--- src/rtl/acq_stream_pkg.sv ---
// Shared types and constants for the acquisition stream multiplexer.
package acq_stream_pkg;

  typedef enum logic [2:0] {
    StIdle,
    StHeader,
    StStream,
    StTrailerCnt,
    StTrailerTag
  } acq_state_e;

  localparam logic [15:0] DefaultHeaderTag  = 16'hA5A5;
  localparam logic [15:0] DefaultTrailerTag = 16'h5A5A;

  // Width of a source index; never below one bit.
  function automatic int unsigned sel_w(input int unsigned n_src);
    return (n_src > 1) ? $clog2(n_src) : 1;
  endfunction

endpackage

--- src/rtl/acq_sync_fifo.sv ---
// Small synchronous FIFO with occupancy count; read data is the word at the head.
module acq_sync_fifo #(
  parameter int unsigned DATA_W = 16,
  parameter int unsigned DEPTH  = 8,
  localparam int unsigned PTR_W = $clog2(DEPTH),
  localparam int unsigned CNT_W = PTR_W + 1
) (
  input  logic              clk,
  input  logic              rst,
  input  logic              push,
  input  logic [DATA_W-1:0] wdata,
  input  logic              pop,
  output logic [DATA_W-1:0] rdata,
  output logic [CNT_W-1:0]  count,
  output logic              full,
  output logic              empty
);

  logic [DATA_W-1:0] mem [DEPTH];
  logic [PTR_W-1:0]  wr_ptr_q, rd_ptr_q;
  logic [CNT_W-1:0]  count_q;
  logic              do_push, do_pop;

  assign full    = (count_q == CNT_W'(DEPTH));
  assign empty   = (count_q == '0);
  assign do_push = push & ~full;
  assign do_pop  = pop & ~empty;
  assign rdata   = mem[rd_ptr_q];
  assign count   = count_q;

  // Storage array; contents need no reset since the pointers define validity.
  always_ff @(posedge clk) begin
    if (do_push) begin
      mem[wr_ptr_q] <= wdata;
    end
  end

  // Pointer and occupancy bookkeeping; pointers wrap because DEPTH is a power of two.
  always_ff @(posedge clk or posedge rst) begin
    if (rst) begin
      wr_ptr_q <= '0;
      rd_ptr_q <= '0;
      count_q  <= '0;
    end else begin
      if (do_push) wr_ptr_q <= wr_ptr_q + PTR_W'(1);
      if (do_pop)  rd_ptr_q <= rd_ptr_q + PTR_W'(1);
      unique case ({do_push, do_pop})
        2'b10:   count_q <= count_q + CNT_W'(1);
        2'b01:   count_q <= count_q - CNT_W'(1);
        default: count_q <= count_q;
      endcase
    end
  end

endmodule

--- src/rtl/acquisition_stream_mux.sv ---
// Selects one acquisition source per run, frames it with header/count/trailer words
// and buffers the stream towards the external FIFO.
module acquisition_stream_mux
  import acq_stream_pkg::*;
#(
  parameter int unsigned DATA_W      = 16,
  parameter int unsigned N_SRC       = 4,
  parameter int unsigned FIFO_DEPTH  = 8,
  parameter logic [15:0] HEADER_TAG  = DefaultHeaderTag,
  parameter logic [15:0] TRAILER_TAG = DefaultTrailerTag,
  localparam int unsigned SEL_W      = sel_w(N_SRC)
) (
  input  logic                    Clk,
  input  logic                    reset,
  input  logic [SEL_W-1:0]        ModeSelect,
  input  logic                    StartStop,
  input  logic [N_SRC*DATA_W-1:0] SrcData,
  input  logic [N_SRC-1:0]        SrcDataEnable,
  output logic [N_SRC-1:0]        SrcFifoFull,
  input  logic                    ExternalFifoFull,
  output logic [DATA_W-1:0]       OutData,
  output logic                    OutDataEnable,
  output logic [SEL_W-1:0]        ActiveMode,
  output logic                    Busy,
  output logic [15:0]             DropCount,
  output logic                    Overflow
);

  localparam int unsigned CNT_W = $clog2(FIFO_DEPTH) + 1;

  acq_state_e        state_q, state_d;
  logic              start_prev_q;
  logic [SEL_W-1:0]  active_mode_q;
  logic [DATA_W-1:0] word_cnt_q;
  logic [15:0]       drop_cnt_q;
  logic              overflow_q;
  logic [DATA_W-1:0] out_data_q;
  logic              out_en_q;

  logic              fifo_push, fifo_pop, fifo_full, fifo_empty;
  logic [DATA_W-1:0] fifo_wdata, fifo_rdata;
  logic [CNT_W-1:0]  fifo_count;

  logic              start_rise, src_strobe, almost_full, accept, drop;
  logic [DATA_W-1:0] src_word, header_word;

  assign start_rise  = StartStop & ~start_prev_q;
  assign src_strobe  = SrcDataEnable[active_mode_q];
  assign src_word    = SrcData[active_mode_q*DATA_W +: DATA_W];
  // One slot stays free for source data so backpressure has a cycle of slack.
  assign almost_full = (fifo_count >= CNT_W'(FIFO_DEPTH - 1));
  assign header_word = DATA_W'({HEADER_TAG[15:8], 8'(active_mode_q)});
  assign fifo_pop    = ~fifo_empty & ~ExternalFifoFull;

  acq_sync_fifo #(
    .DATA_W (DATA_W),
    .DEPTH  (FIFO_DEPTH)
  ) u_fifo (
    .clk   (Clk),
    .rst   (reset),
    .push  (fifo_push),
    .wdata (fifo_wdata),
    .pop   (fifo_pop),
    .rdata (fifo_rdata),
    .count (fifo_count),
    .full  (fifo_full),
    .empty (fifo_empty)
  );

  // Frame sequencing: next state, FIFO write selection and accept/drop decisions.
  always_comb begin
    state_d    = state_q;
    fifo_push  = 1'b0;
    fifo_wdata = '0;
    accept     = 1'b0;
    drop       = 1'b0;
    unique case (state_q)
      StIdle: begin
        drop = src_strobe;
        if (start_rise) state_d = StHeader;
      end
      StHeader: begin
        drop = src_strobe;
        if (!fifo_full) begin
          fifo_push  = 1'b1;
          fifo_wdata = header_word;
          state_d    = StStream;
        end
      end
      StStream: begin
        if (src_strobe) begin
          if (!almost_full) begin
            fifo_push  = 1'b1;
            fifo_wdata = src_word;
            accept     = 1'b1;
          end else begin
            drop = 1'b1;
          end
        end
        if (!StartStop) state_d = StTrailerCnt;
      end
      StTrailerCnt: begin
        drop = src_strobe;
        if (!fifo_full) begin
          fifo_push  = 1'b1;
          fifo_wdata = word_cnt_q;
          state_d    = StTrailerTag;
        end
      end
      StTrailerTag: begin
        drop = src_strobe;
        if (!fifo_full) begin
          fifo_push  = 1'b1;
          fifo_wdata = DATA_W'(TRAILER_TAG);
          state_d    = StIdle;
        end
      end
      default: state_d = StIdle;
    endcase
  end

  // State register, run-level history and per-run bookkeeping counters.
  always_ff @(posedge Clk or posedge reset) begin
    if (reset) begin
      state_q       <= StIdle;
      start_prev_q  <= 1'b0;
      active_mode_q <= '0;
      word_cnt_q    <= '0;
      drop_cnt_q    <= '0;
      overflow_q    <= 1'b0;
    end else begin
      state_q      <= state_d;
      start_prev_q <= StartStop;
      if (state_q == StIdle && start_rise) begin
        // A new run starts from clean statistics; this wins over a same-cycle drop.
        active_mode_q <= ModeSelect;
        word_cnt_q    <= '0;
        drop_cnt_q    <= '0;
        overflow_q    <= 1'b0;
      end else begin
        if (accept && word_cnt_q != '1) word_cnt_q <= word_cnt_q + DATA_W'(1);
        if (drop) begin
          overflow_q <= 1'b1;
          if (drop_cnt_q != 16'hFFFF) drop_cnt_q <= drop_cnt_q + 16'd1;
        end
      end
    end
  end

  // Registered output stage fed by the FIFO head.
  always_ff @(posedge Clk or posedge reset) begin
    if (reset) begin
      out_data_q <= '0;
      out_en_q   <= 1'b0;
    end else begin
      out_en_q <= fifo_pop;
      if (fifo_pop) out_data_q <= fifo_rdata;
    end
  end

  // Backpressure only towards the source currently owning the stream.
  always_comb begin
    SrcFifoFull                = '0;
    SrcFifoFull[active_mode_q] = almost_full | (state_q != StStream);
  end

  assign OutData       = out_data_q;
  assign OutDataEnable = out_en_q;
  assign ActiveMode    = active_mode_q;
  assign Busy          = (state_q != StIdle) | ~fifo_empty;
  assign DropCount     = drop_cnt_q;
  assign Overflow      = overflow_q;

endmodule
--- config.mk ---
export PLATFORM = sky130hd
export DESIGN_NAME = acquisition_stream_mux
export DESIGN_NICKNAME = d
export VERILOG_FILES = /design/src/rtl/acq_stream_pkg.sv /design/src/rtl/acq_sync_fifo.sv /design/src/rtl/acquisition_stream_mux.sv
export SDC_FILE = /design/constraint.sdc
export NUM_CORES = 1
export LEC_CHECK = 0
export BUFFER_PORTS_ARGS = -buffer_cell sky130_fd_sc_hd__buf_2
export CORE_MARGIN = 2
export CORE_UTILIZATION = 58
export CTS_CLUSTER_DIAMETER = 30
export DETAILED_ROUTE_END_ITERATION = 10
export GPL_TIMING_DRIVEN = 0
export PLACE_DENSITY = 0.88
export SYNTH_ARGS = -nofsm -noshare
export SYNTH_HDL_FRONTEND = slang
export SYNTH_SLANG_ARGS = --single-unit
--- constraint.sdc ---
create_clock -name Clk -period 4.6 [get_ports Clk]
set_clock_uncertainty 0.05 [all_clocks]
set_input_delay 0.69 -clock Clk [delete_from_list [all_inputs] [get_ports Clk]]
set_output_delay 0.69 -clock Clk [all_outputs]
set_load 0.005 [all_outputs]
### Word level (Yosys, flattened, before mapping)

Memory sizes are Yosys's and may differ from the RTL's. A register that Yosys moved wholly into a read port is not among the register bits.
Index checks and enable logic that the tools add are counted.

* register bits after elaboration: 50
* latch bits: 0
* memory bits (writable): 128
* memory bits (read-only): 0
* input port bits: 74
* output and inout bits: 41
* memories: 1

Memory list
* u_fifo.mem: words 8, width 16, read ports 1, clocked after Yosys merged registers in 1, write ports 1, RTL line acq_sync_fifo.sv:19 `logic [DATA_W-1:0] mem [DEPTH];`

* add/subtract/negate cells: 6
* $mul: 0
* divide/modulo/power cells: 0
* magnitude comparators: 3
* eq/ne operators: 15
* shifts and indexed selects: 1
* mux-type cells: 34
* bitwise operators: 11
* reduce and logical (&&, ||, !) cells: 14

Operators by type and width (number)
* two-way mux 16 bit: 9
* case mux 16 bit (4 select lines): 1
* variable part select 64 x 7 -> 16 bit: 1
* adder 16 x 1 -> 16 bit, second input constant: 2
* != test 16 bit, second input constant: 2
* two-way mux 15 bit: 1
* two-way mux 3 bit: 5
* case mux 3 bit (5 select lines): 1
* two-way mux 1 bit: 12
* != test 2 bit, second input constant: 5
* case mux 4 bit (2 select lines): 1
* nonzero test 2 bit: 4
* adder 3 x 1 -> 3 bit, second input constant: 2
* equality test 3 x 2 -> 1 bit, second input constant: 2
* AND reduction 5 bit: 1
* adder 4 x 1 -> 4 bit, second input constant: 1
* AND 1 bit: 4
* AND 4 bit: 1
* equality test 4 bit, second input constant: 1
* >= comparator 4 x 3 -> 1 bit, second input constant: 1
* zero test 4 bit: 1
* inverter 1 bit: 4
* case mux 1 bit (2 select lines): 2
* OR reduction 4 bit: 1
* other kinds (16): 19

### Logic depth before layout (Yosys ltp)

* depth in word-level cells: 7
* mapped depth: 12
* depth with buffers taken out: 11

### Hierarchy

Synthesis repeated with hierarchy kept, for this count alone.

* cells, all modules: 595
* area total of the unflattened synthesis: 9098.7 µm²

Modules (own cells, without submodules)
* acq_sync_fifo: times used 1, cells each 254, area an instance 5555.3 µm², sequential area each 4093.9 µm²
* acquisition_stream_mux: times used 1, cells each 341, area an instance 3543.4 µm², sequential area each 1401.3 µm²

### Least setup slack after synthesis

OpenSTA, ideal clock, no wires.

* path type: input port to flip-flop
* start: in SrcDataEnable[1]
* end: mem u_fifo.mem[4][0] (enable)
* library setup time: 413 ps
* arrival time: 2894 ps
* slack: 1243 ps
* stages on the path: 5
* cells stage by stage: mux4_2 -> nand3_1 -> a31oi_1 -> nand2b_1 -> nor3b_1

* word-level cells in the longest chain between the ends: 7

RTL lines
* start: declaration: RTL line acquisition_stream_mux.sv:18 `input logic [N_SRC-1:0] SrcDataEnable,`
* binary-select mux 1 bit (select 2 bit): RTL line acquisition_stream_mux.sv:48 `assign src_strobe = SrcDataEnable[active_mode_q];`
* two-way mux 1 bit (implied by the code): RTL line acquisition_stream_mux.sv:48
* two-way mux 1 bit: RTL line acquisition_stream_mux.sv:91 `if (src_strobe) begin`
* case mux 1 bit (2 select lines): RTL line acquisition_stream_mux.sv:77 `unique case (state_q)`
* AND 1 bit: RTL line acq_sync_fifo.sv:26 `assign do_push = push & ~full;`
* two-way mux 1 bit: RTL line acq_sync_fifo.sv:33 `if (do_push) begin`
* two-way mux 1 bit (implied by the code): RTL line acq_sync_fifo.sv:34 `mem[wr_ptr_q] <= wdata;`
* end: declaration: RTL line acq_sync_fifo.sv:19

Every way passes these cells. The select of a mux whose other input is x is not followed.

### Final worst setup path

* start: reg u_fifo.count_q[2], in the netlist u_fifo.count[2]
* end: reg u_fifo.count_q[2], in the netlist u_fifo.count[2]

* elaborated cells between the ends (all ways): 18

RTL lines
* start: declaration: RTL line acq_sync_fifo.sv:21 `logic [CNT_W-1:0] count_q;`
* start signal: assignment: RTL line acq_sync_fifo.sv:48 `2'b10: count_q <= count_q + CNT_W'(1);`
* start signal: assignment: RTL line acq_sync_fifo.sv:49 `2'b01: count_q <= count_q - CNT_W'(1);`
* start signal: assignment: RTL line acq_sync_fifo.sv:50 `default: count_q <= count_q;`
* zero test 4 bit (*): RTL line acq_sync_fifo.sv:25 `assign empty = (count_q == '0);`
* inverter 1 bit (*): RTL line acquisition_stream_mux.sv:53 `assign fifo_pop = ~fifo_empty & ~ExternalFifoFull;`
* AND 1 bit (*): RTL line acquisition_stream_mux.sv:53
* via fifo_pop: RTL line acquisition_stream_mux.sv:40 `logic fifo_push, fifo_pop, fifo_full, fifo_empty;`
* AND 1 bit (*): RTL line acq_sync_fifo.sv:27 `assign do_pop = pop & ~empty;`
* equality test 2 x 1 -> 1 bit or equality test 2 bit (tied branches): RTL line acq_sync_fifo.sv:47 `unique case ({do_push, do_pop})`
* case mux 4 bit (2 select lines) or nonzero test 2 bit (tied branches)

Mark *: on every way through the listed nets, which the timed path passes. The rest lies on a longest branch.
A chain may end at the register's enable or synchronous reset.

==> metrics <==
outcome finished, final reports clean; Worst EP arrival 3.87 ns; post-detail-place hpwl 15,200 um; Placed Instance Area between 9000 and 10,000 um2; worst reg2reg startpoint u_fifo.count[2]; # diodes 0; Clock Latency Late Sink ~0.44 ns; worst ir drop on vdd roughly 370 uV; Clk pin slew, worst setup/hold paths about 0.070 ns; Net Sw Power approximately 2.3 mW; # hold bufs at CTS 0; Post-synth EDFFs 128; clock power share between 20 and 25%; switch share about 35%; CTS tree done; Crit. path cell count 11; worst reg2reg path endpoint u_fifo.count[2]; vias post-DR between 5,000 and 6,000; Die ar. 16,000 um2; global-route wire length before repair around 34,000 um; fillers ~930; total track usage between 20% and 30%; H-tree levels 4; Synth cell types 46; # DRC 0; IO Port Bufs between 100 and 150; asr flop ratio synth between 30% and 40%; Fmax achieved between 0.2 and 0.3 GHz; Clock Tree Root clkbuf_16; dominant synthesized flop cell edfxtp_1; Netlist Area Pre-Place a little under 9000 um2; Min Clock Period, post-route between 3 and 4 ns; DR iter-0 viols 692; Routed WL 21,700 um; Layout area overhead 17.5%; Slew Viols, Final 0; Via-to-Cell Ratio 6.41; Mapped Nets between 600 and 700; CP Class reg2reg; relative slew slack between 10% and 20%; worst-margin pin slew 1.19 ns; number of buffers and inverters on the critical path 2; GRT Residual Overflow 0; Critical Path Max Stage Delay between 0.7 and 0.8 ns; element type at the critical path start register; Die W 127 um; row cnt between 40 and 50; crit path max fanout 12; vias in the first global route 6,045; top post-synthesis cells by area edfxtp_1, dfrtp_1, mux4_2; GPL Wtd Cong 0.932; part of the cycle the worst path needs roughly 79%; Yosys reg bits just under 200; antenna violations before repair 0; Static Leak 3.91 nW; WL per Instance between 20 and 25 um; Critical Path RT 4.86 ns; Synth top area share between 40% and 50%; largest net degree at the start of global routing 67; Critical Path End Type register; Pwr Total roughly 6.5 mW; Max Cap Violations 0; clk sink count approximately 190; R2R depth 11; layout cells sized above 1 just over 30%; Hold Fails Final Rpt 0; Mean Syn Cell Area approximately 15 um2; CP max-delay cell nor4_1; Most Frequent Cell on Critical Path xor2_1; core area between 10,000 and 15,000 um2; Cells after Synth 589; setup bufs post-CTS 0; Max clock buf depth 2; post-route cell area 10,200 um2; post-synthesis sequential area ratio between 60% and 70%; Final setup viols 0; R2R setup slack 0.99 ns; RSZ-0062 raised after global routing no; synthesis warning total 0; Flop pwr share 40.6%; PD cells 636 nW/um2; PostCTS Resize Cnt 0; Gate power share around 37%; Hold Path Class in2async; initial core utilization 59.7%; Internal 4.21 mW; Routed Antenna Nets 0; crit path cell chain clkbuf_1 -> nor4_1 -> nor2_1 -> clkbuf_1 -> ha_1 -> xor2_1 -> ha_1 -> a21oi_1 -> xor2_1 -> nor2_1 -> xor2_1; number of buffers created by CTS 17; Die Span Y 127 um; boundary pin count 115; DRT Pass-1 Iters 6; Crit path max-delay family simple AND/OR/NAND/NOR gates; leading area contributor after synthesis edfxtp_1; Final nets 812
## cell usage after synthesis, types with 2 or more instances
| cell | count |
|---|---|
| nand3b_1 | 4 |
| o211ai_1 | 6 |
| nand3_1 | 18 |
| o21ai_0 | 8 |
| xnor2_1 | 21 |
| and3_1 | 8 |
| mux4_2 | 49 |
| ha_1 | 7 |
| dfrtp_1 | 66 |
| o31ai_1 | 2 |
| nor3b_1 | 2 |
| buf_2 | 8 |
| edfxtp_1 | 128 |
| xor2_1 | 8 |
| or4_1 | 8 |
| buf_1 | 3 |
| a2111oi_0 | 3 |
| a21oi_1 | 22 |
| and2_1 | 2 |
| a211oi_1 | 7 |
| inv_1 | 4 |
| or3_1 | 2 |
| mux2_2 | 3 |
| nand2_1 | 42 |
| o22ai_1 | 2 |
| nor2_1 | 55 |
| nor4_1 | 7 |
| mux2i_1 | 23 |
| a22o_1 | 3 |
| nand4_1 | 7 |
| nor3_1 | 14 |
| a221o_1 | 7 |
| clkbuf_1 | 21 |
| nand2b_1 | 7 |
## logic make-up (layout without fill, tap and decap cells)
group                      after synthesis  count (layout)  share of synthesized area [%]
muxes                                   75              75                           15.7
and+or+nand+nor                        179             179                           10.1
AOI/OAI and AO/OA                       65              65                           5.24
DFF                                    194             194                           63.1
adders and majority gates                7               7                           1.01
xor gates and xnor gates                29              29                           2.92
buffers and inverters                   40             195                           1.98
## cell usage in the layout, fill, tap and decap left out, types with 8 or more instances in the layout
| master | n |
|---|---|
| nor2_1 | 53 |
| or4_1 | 8 |
| and3_1 | 8 |
| dfrtp_1 | 66 |
| mux2i_1 | 23 |
| mux4_2 | 49 |
| xnor2_1 | 21 |
| nand3_1 | 18 |
| o21ai_0 | 8 |
| a21oi_1 | 22 |
| clkbuf_1 | 22 |
| nor3_1 | 10 |
| xor2_1 | 8 |
| nand2_1 | 42 |
| edfxtp_1 | 128 |
| buf_2 | 122 |
| clkbuf_16 | 17 |
## how the worst max path moves through the flow
stage	start	endpoint	slack, ns
final	u_fifo.count[2]	u_fifo.count[2]	0.99
after detailed placement	SrcDataEnable[1]	u_fifo.mem[0][5]	1.03
after CTS	u_fifo.count[2]	u_fifo.count[2]	1.07
after global placement	SrcDataEnable[1]	u_fifo.mem[4][5]	-0.05
after global routing	u_fifo.count[2]	u_fifo.count[2]	0.82
after floorplan	SrcDataEnable[1]	u_fifo.mem[4][0]	1.24
## layout make-up
class | count | area, um2 | share of cell area, %
Sequential cell | 194 | 5500 | 53.7
Multi-Input combinational cell | 355 | 3080 | 30.1
Timing Repair Buffer | 123 | 683 | 6.67
Clock buffer | 18 | 429 | 4.19
Tap cell | 184 | 230 | 2.25
Buffer | 35 | 154 | 1.50
Clock inverter | 14 | 145 | 1.42
Inverter | 5 | 21.3 | 0.208
## per-stage QoR
stage / hold WS (ns) / util [%] / setup WS (ns) / setup TNS (ns) / std cells
2_1_floorplan: 0.441 / - / 1.24 / 0 / 589
3_3_place_gp: 0.452 / 65.2 / -0.0463 / -0.729 / 887
3_5_place_dp: 0.464 / 66.2 / 1.03 / 0 / 896
4_1_cts: 0.352 / 70.2 / 1.07 / 0 / 928
5_1_grt: 0.370 / 70.2 / 0.815 / 0 / 928
6_report: 0.370 / 70.2 / 0.986 / 0 / 928
## state kept, by name, summed over array words and instances, names as in the netlist
signal	flops
word_cnt_q	16
Overflow	1
u_fifo.mem	128
u_fifo.wr_ptr_q	3
DropCount	16
u_fifo.count	4
ActiveMode	2
OutDataEnable	1
state_q	3
u_fifo.rd_ptr_q	3
OutData	16
start_prev_q	1
## per-layer routing
metal | track usage (%) | wire [um] | vias to the layer above
met5 | 0 | 0 | -
met4 | 10.7 | 524 | 0
met3 | 4.85 | 1590 | 47
met2 | 49.4 | 11300 | 357
met1 | 35.7 | 8250 | 2967
li1 | - | - | 2574
## worst register-to-register path, cell delays in order, from the launching register on
cell,delay (ns)
dfrtp_1,0.36
clkbuf_1,0.19
nor4_1,0.73
nor2_1,0.34
clkbuf_1,0.45
ha_1,0.44
xor2_1,0.17
ha_1,0.19
a21oi_1,0.17
xor2_1,0.19
nor2_1,0.08
xor2_1,0.14
## power groups by stage
| stage | clock, mW | sequential, mW | combinational, mW |
|---|---|---|---|
| after floorplan | 0 | 2.61 | 1.62 |
| after global placement | 0 | 2.63 | 2.18 |
| after detailed placement | 0 | 2.66 | 2.38 |
| after CTS | 1.45 | 2.64 | 2.42 |
| after global routing | 1.52 | 2.67 | 2.61 |
| final | 1.45 | 2.64 | 2.42 |
(Power assumes the default switching activity.)
